--- src/rtl/imem_arbiter.sv ---
// imem_arbiter: shares one combinational instruction-memory port between the
// core fetch unit (word reads) and the program loader (byte-enabled writes).
// Each accepted request is registered and occupies exactly one memory cycle.
// Read data is returned one cycle later. Misaligned or out-of-range
// addresses are flagged on err_o.
module imem_arbiter #(
  parameter int unsigned MEM_BYTES    = 1024,
  parameter int unsigned STARVE_LIMIT = 4,
  parameter logic [31:0] NOP_WORD     = 32'h0000_0013
) (
  input  logic        clk,
  input  logic        rst_n,
  input  logic        boot_i,
  input  logic        core_req_i,
  input  logic [31:0] core_addr_i,
  output logic        core_gnt_o,
  output logic        core_rvalid_o,
  output logic [31:0] core_rdata_o,
  input  logic        ldr_req_i,
  input  logic [31:0] ldr_addr_i,
  input  logic [31:0] ldr_wdata_i,
  input  logic [3:0]  ldr_be_i,
  output logic        ldr_gnt_o,
  output logic [31:0] mem_addr_o,
  output logic        mem_we_o,
  output logic [3:0]  mem_be_o,
  output logic [31:0] mem_wdata_o,
  input  logic [31:0] mem_rdata_i,
  output logic        err_o
);

  localparam logic [1:0] ST_IDLE = 2'd0;
  localparam logic [1:0] ST_CORE = 2'd1;
  localparam logic [1:0] ST_LOAD = 2'd2;

  // Highest legal word address; the compare is a plain 32-bit unsigned one.
  localparam logic [31:0] MAX_ADDR = 32'(MEM_BYTES - 4);
  // One spare code so the counter can hold STARVE_LIMIT itself.
  localparam int CW = $clog2(STARVE_LIMIT + 2);
  localparam logic [CW-1:0] STARVE_MAX = CW'(STARVE_LIMIT);

  logic [1:0]    state_q, state_d;
  logic [CW-1:0] starve_q, starve_d;
  logic [31:0]   addr_q, addr_d;
  logic [31:0]   wdata_q, wdata_d;
  logic [3:0]    be_q, be_d;
  logic          aerr_q, aerr_d;
  logic          rvalid_q;
  logic [31:0]   rdata_q;
  logic          cerr_q;

  logic core_cand;
  logic ldr_cand;
  logic ldr_win;
  logic core_win;

  function automatic logic addr_bad(input logic [31:0] a);
    return (a[1:0] != 2'b00) || (a > MAX_ADDR);
  endfunction

  // A requester in its grant cycle is not re-sampled, so each side gets at
  // most one access every two cycles and alternating traffic runs back-to-back.
  assign core_cand = core_req_i && !boot_i && !core_gnt_o;
  assign ldr_cand  = ldr_req_i && !ldr_gnt_o;
  assign ldr_win   = ldr_cand && (!core_cand || (starve_q == STARVE_MAX));
  assign core_win  = core_cand && !ldr_win;

  // Arbitration: pick the winner, latch its request, update the starve count.
  always_comb begin
    state_d  = ST_IDLE;
    addr_d   = addr_q;
    wdata_d  = wdata_q;
    be_d     = be_q;
    aerr_d   = aerr_q;
    starve_d = starve_q;
    if (ldr_win) begin
      state_d = ST_LOAD;
      addr_d  = ldr_addr_i;
      wdata_d = ldr_wdata_i;
      be_d    = ldr_be_i;
      aerr_d  = addr_bad(ldr_addr_i);
    end else if (core_win) begin
      state_d = ST_CORE;
      addr_d  = core_addr_i;
      wdata_d = 32'h0;
      be_d    = 4'h0;
      aerr_d  = addr_bad(core_addr_i);
    end
    // Loader losing while a candidate is the only way to count up; a win
    // at the limit clears it, so the count never passes STARVE_LIMIT.
    if (!ldr_req_i || ldr_win) begin
      starve_d = '0;
    end else if (ldr_cand && (starve_q != STARVE_MAX)) begin
      starve_d = starve_q + CW'(1);
    end
  end

  // State, starve count and latched request registers.
  always_ff @(posedge clk or negedge rst_n) begin
    if (!rst_n) begin
      state_q  <= ST_IDLE;
      starve_q <= '0;
      addr_q   <= 32'h0;
      wdata_q  <= 32'h0;
      be_q     <= 4'h0;
      aerr_q   <= 1'b0;
    end else begin
      state_q  <= state_d;
      starve_q <= starve_d;
      addr_q   <= addr_d;
      wdata_q  <= wdata_d;
      be_q     <= be_d;
      aerr_q   <= aerr_d;
    end
  end

  // Read return: capture memory data (or the NOP substitute) at the end of
  // the CORE cycle; rdata holds until the next valid read.
  always_ff @(posedge clk or negedge rst_n) begin
    if (!rst_n) begin
      rvalid_q <= 1'b0;
      rdata_q  <= 32'h0;
      cerr_q   <= 1'b0;
    end else begin
      rvalid_q <= (state_q == ST_CORE);
      cerr_q   <= (state_q == ST_CORE) && aerr_q;
      if (state_q == ST_CORE) begin
        rdata_q <= aerr_q ? NOP_WORD : mem_rdata_i;
      end
    end
  end

  assign core_gnt_o    = (state_q == ST_CORE);
  assign ldr_gnt_o     = (state_q == ST_LOAD);
  assign core_rvalid_o = rvalid_q;
  assign core_rdata_o  = rdata_q;

  // Memory port is quiet outside a grant; an erroneous write never strobes.
  assign mem_addr_o  = (core_gnt_o || ldr_gnt_o) ? addr_q : 32'h0;
  assign mem_we_o    = ldr_gnt_o && !aerr_q;
  assign mem_be_o    = ldr_gnt_o ? be_q : 4'h0;
  assign mem_wdata_o = ldr_gnt_o ? wdata_q : 32'h0;

  assign err_o = cerr_q || (ldr_gnt_o && aerr_q);

endmodule

--- config.mk ---
export PLATFORM = sky130hd
export DESIGN_NAME = imem_arbiter
export DESIGN_NICKNAME = d
export VERILOG_FILES = /design/src/rtl/imem_arbiter.sv
export SDC_FILE = /design/constraint.sdc
export NUM_CORES = 1
export LEC_CHECK = 0
export ABC_AREA = 0
export BUFFER_PORTS_ARGS = -buffer_cell sky130_fd_sc_hd__buf_2
export CELL_PAD_IN_SITES_DETAIL_PLACEMENT = 0
export CELL_PAD_IN_SITES_GLOBAL_PLACEMENT = 1
export CORE_MARGIN = 3
export CORE_UTILIZATION = 33
export CTS_CLUSTER_SIZE = 24
export DETAILED_ROUTE_END_ITERATION = 10
export PLACE_DENSITY_LB_ADDON = 0.12
export SLEW_MARGIN = 10
export SYNTH_ARGS = -nofsm -noshare
export SYNTH_HDL_FRONTEND = slang
export SYNTH_SLANG_ARGS = --single-unit
--- constraint.sdc ---
create_clock -name clk -period 2.3 [get_ports clk]
set_input_delay 0.23 -clock clk [delete_from_list [all_inputs] [get_ports clk]]
set_output_delay 0.23 -clock clk [all_outputs]
set_load 0.02 [all_outputs]
Yosys cells after proc, flatten, opt, wreduce, memory -nomap -nowiden --
Cells that the tools add are included.
Storage, ports and cells: bits in registers 108, bits of input ports 137, output and inout port bits 105, word-level logic and storage cells 58
Operators by class: add/subtract/negate cells 1, magnitude comparators 2, equality and inequality tests 4, mux-type cells 16, reduce and logical (&&, ||, !) cells 26
Operator list (count):
- $mux 32 | 7
- $gt 32x10->1 const B | 2
- $mux 4 | 3
- $logic_and 1x1->1 | 9
- $reduce_bool 2->1 | 4
- $logic_not 1->1 | 7
- $logic_or 1x1->1 | 6
- $mux 3 | 2
- $add 3x1->3 const B | 1
- $eq 3x3->1 const B | 1
- $mux 1 | 3
- $ne 3x3->1 const B | 1
- $eq 2x1->1 const B | 1
- $eq 2x2->1 const B | 1
- $mux 2 | 1

Longest topological paths before layout --
depth in word-level cells 10, mapped depth 9, depth with buffers taken out 7

Worst setup path after synthesis --
No wires, ideal clock.
path kind register to register, start reg state_q[0], end reg wdata_q[10], arrival time 1.768 ns, required time 2.179 ns, path slack 0.411 ns, stages on the path, launching flop included 7, cell sequence dfrtp_1 -> ha_1 -> or3b_1 -> o21ai_2 -> inv_2 -> buf_2 -> a22o_1
Between the ends: cells in the longest elaborated chain, start to end 9, elaborated cells on any way between the ends 13, those cells by class eq/ne (2); mux (1); reduce/logical (10)
RTL lines:
- start: declaration | line 42 | logic [1:0] state_q, state_d;
- start signal: assignment | line 108 | state_q <= state_d;
- $eq 2x1->1 * | line 133 | assign core_gnt_o = (state_q == ST_CORE);
- via core_gnt_o | line 16 | output logic core_gnt_o,
- $logic_not 1->1 * | line 63 | assign core_cand = core_req_i && !boot_i && !core_gnt_o;
- $logic_and 1x1->1 * | line 63
- $logic_not 1->1 | line 65 | assign ldr_win = ldr_cand && (!core_cand || (starve_q == STARVE_MAX));
- $logic_or 1x1->1 | line 65
- $logic_and 1x1->1 | line 65
- $logic_not 1->1 | line 66 | assign core_win = core_cand && !ldr_win;
- $logic_and 1x1->1 | line 66
- $reduce_bool 2->1 (no line)
- end signal: assignment | line 111 | wdata_q <= wdata_d;
- end: declaration | line 45 | logic [31:0] wdata_q, wdata_d;
Mark *: on every way through the listed nets, which the timed path passes. The rest lies on a longest branch. A chain may end at the register's enable or synchronous reset.

Final worst setup path --
start reg state_q[1], end out core_gnt_o
Between the ends: cells in the longest elaborated chain, start to end 1
RTL lines (line):
- $eq 2x1->1 | 133
- end: declaration | 16
No other way between the ends.

==> impl_metrics.py <==
metrics = {
    "outcome": {
        "status": "finished, final reports clean",
    },
    "die": {
        "rows": 44,
        "die_h_um": 129,
        "dieArea_um2": 16700,
        "die_w_um": 129,
        "start_util_pct": 34.1,
        "core_um2": 14700,
        "io_pins": 242,
    },
    "power_and_ir_drop": {
        "irDropWorstVdd_mv": 0.363,
        "power.net_switching_uw": 1390,
        "p_sw_share_pct": 28.2,
        "p_per_area_nw_per_um2": 726,
        "internal-power_uw": 3530,
        "comb_power_share_pct": 20.9,
        "seq_power_share_pct": 44.2,
        "p_leak_uw": 0.00347,
        "p_clk_share_pct": 34.9,
    },
    "final_layout": {
        "drive_above_1_share_pct": 36.1,
        "multi_input_area_um2": 2030,
        "fillers": 1449,
        "seq_area_um2": 2700,
        "syn_to_final_growth_pct": 35.2,
        "nNetsFinal": 900,
    },
    "clock_network": {
        "cts_setup_buffers": 0,
        "cts_root_buf": "clkbuf_16",
        "htree_num_levels": 3,
        "cts-buffers-inserted": 9,
        "cts_resized": 0,
        "worstSkewPairLatency_ns": 0.34,
        "clk_pin_slew_ns": 0.07,
        "cts_tree": "yes",
        "cts.path.max_buffers": 2,
        "cts_hold_buf": 1,
        "cts.sinks": 108,
    },
    "setup_path": {
        "slowest_stage": "buf_4",
        "crit_path_start_kind": "flip-flop",
        "path_cells": "inv_1, ha_2, buf_4, buf_2",
        "critPathArrivalTime_ns": 1.74,
        "critical_path.endpoint_type": "output pin",
        "required_ns": 2.07,
        "cp_slowest_stage_delay_ns": 0.47,
        "crit_type": "reg2out",
        "critPathMaxFanout": 67,
    },
    "synth": {
        "synth_warnings": 0,
        "synth_area_leaders": "dfrtp_1 54%, a21oi_1 6.8%, a22o_1 6.3%",
        "syn_area_um2": 5010,
        "synth_cells": 529,
        "ys_seq_area_share_pct": 54.0,
        "ys_ff_latch": 108,
        "yosysTopAreaCellShare_pct": 54.0,
        "synth_cell_types": 28,
        "avgSynthCellArea_um2": 9.47,
        "synth_fp_nets": 670,
        "yosysTopAreaCell": "dfrtp_1",
    },
    "sta": {
        "rsz0062_at_grt": "no",
        "timing.fmax_ghz": 0.508,
        "drv_slew": 0,
        "slew_headroom_pct": 60.6,
        "setup_viol": 0,
        "skew_ns": 0.00473,
        "worstMarginPinSlew_ns": 0.592,
        "setup_tns_ns": 0,
        "setup_slack_ns": 0.331,
        "period_minus_slack_ns": 1.97,
        "finalHoldViolations": 0,
        "post-route-period-util_pct": 85.6,
        "whs_ns": 0.108,
    },
    "place": {
        "gp_congestion": 0.806,
        "post-place-ws_ns": 0.313,
        "place_hpwl_mm": 11.0,
        "portBuffers": 241,
    },
    "route": {
        "wirelength_mm": 15.3,
        "drt_iter0_markers": 264,
        "drc": 0,
        "vias_per_cell": 4.92,
        "dr.pass1.iters": 4,
        "antenna_left": 0,
        "wire_per_inst_um": 16.2,
        "dr_total_vias": 4671,
    },
    "global_routing": {
        "grt_pass1_wl_mm": 23.3,
        "overflow": 0,
        "grt_max_degree": 68,
        "antenna_found_initial": 1,
        "grt_pass1_vias": 4584,
        "grtUsageTotal_pct": 17.7,
    },
    "run": {
        "maxCapViolCount": 0,
    },
    "worst_hold_path": {
        "hold_class": "in2reg",
    },
}
[critical path, delay by kind of cell (launching register included)]
kind	cells	cell delay (ns)
fa+ha+maj	1	0.18
buf+inv	3	0.80
flops	1	0.38
[logic make-up (layout without fill, tap and decap cells)]
family / count (synthesis) / count (layout) / share of synthesized area (%)
buf+inv: 73 / 308 / 5.80
simple gates: 203 / 203 / 22.1
fa+ha+maj: 4 / 4 / 0.999
other cells: 0 / 1 / 0
mux: 1 / 1 / 0.200
flops: 108 / 108 / 54.0
compound gates: 140 / 140 / 16.9
[metrics by stage]
step	std cells	area, um^2	util, %	total power, uW
2_1_floorplan	529	5010	-	2800
3_3_place_gp	931	6420	43.7	3230
3_5_place_dp	931	6420	43.7	3250
4_1_cts	948	6770	46.1	5010
5_1_grt	949	6770	46.1	5170
6_report	949	6770	46.1	4920
[final timing paths]
kind / startpoint / end / slack (ns) / cells past startpoint
max in group asynchronous: rst_n / addr_q[2] / 1.17 / 3
hold reg to reg: wdata_q[0] / wdata_q[0] / 0.49 / 1
setup reg to reg: state_q[0] / addr_q[0] / 0.33 / 8
hold / removal: ldr_wdata_i[3] / wdata_q[3] / 0.11 / 2
setup / recovery: state_q[1] / core_gnt_o / 0.33 / 4
min in group asynchronous: rst_n / wdata_q[18] / 0.42 / 2
[sequential cells by signal (all words and copies together) (netlist names)]
name and count:
state_q 2, wdata_q 32, starve_q 3, aerr_q 1, cerr_q 1, be_q 4, core_rdata_o 32, addr_q 32
core_rvalid_o 1
[per-layer routing]
layer	vias to the layer above	track usage [%]	routed length, um
met3	21	4.16	1170
li1	2240	-	-
met4	0	6.92	340
met5	-	0	0
met2	185	28.7	7200
met1	2225	23.1	6630
[placed cells by master (no fill, tap or decap), types with 29 or more instances in the layout]
cell	netlist	final
a21oi_1	68	68
a22o_1	36	36
and2_1	40	40
buf_2	13	240
dfrtp_1	108	108
inv_1	34	34
nand2_1	40	40
nand3b_1	29	29
nor2_1	40	39
nor2b_1	34	34
o21ai_0	32	32
[final cells by class]
cell class,instances,share of cell area (%)
Clock buffer,12,3.93
Antenna cell,1,0.0369
Clock inverter,4,1.03
Multi-Input combinational cell,348,29.9
Timing Repair Buffer,257,19.8
Inverter,35,1.94
Tap cell,184,3.40
Sequential cell,108,39.9
[power groups by stage]
stage | Sequential, uW | Clock (uW) | Combinational [uW]
floorplan | 2180 | 0 | 617
global placement | 2200 | 0 | 1030
detailed placement | 2210 | 0 | 1040
CTS | 2170 | 1790 | 1050
global route | 2200 | 1840 | 1130
finish | 2170 | 1720 | 1030
[Yosys cell counts]
cell	count
or3_1	1
ha_1	4
dfrtp_1	108
nor4_1	12
nor2_1	40
a21oi_1	68
inv_2	1
a21boi_0	1
nor3b_1	1
nor3_1	1
inv_1	34
or3b_1	1
and2_1	40
buf_2	13
nand3_1	1
a22o_1	36
o21ai_0	32
mux2i_1	1
nand2_1	40
buf_1	5
clkbuf_1	20
nor2b_1	34
nand2b_1	1
a21o_1	1
o32ai_1	1
nand3b_1	29
nand4_1	2
o21ai_2	1
(Power assumes the default switching activity.)
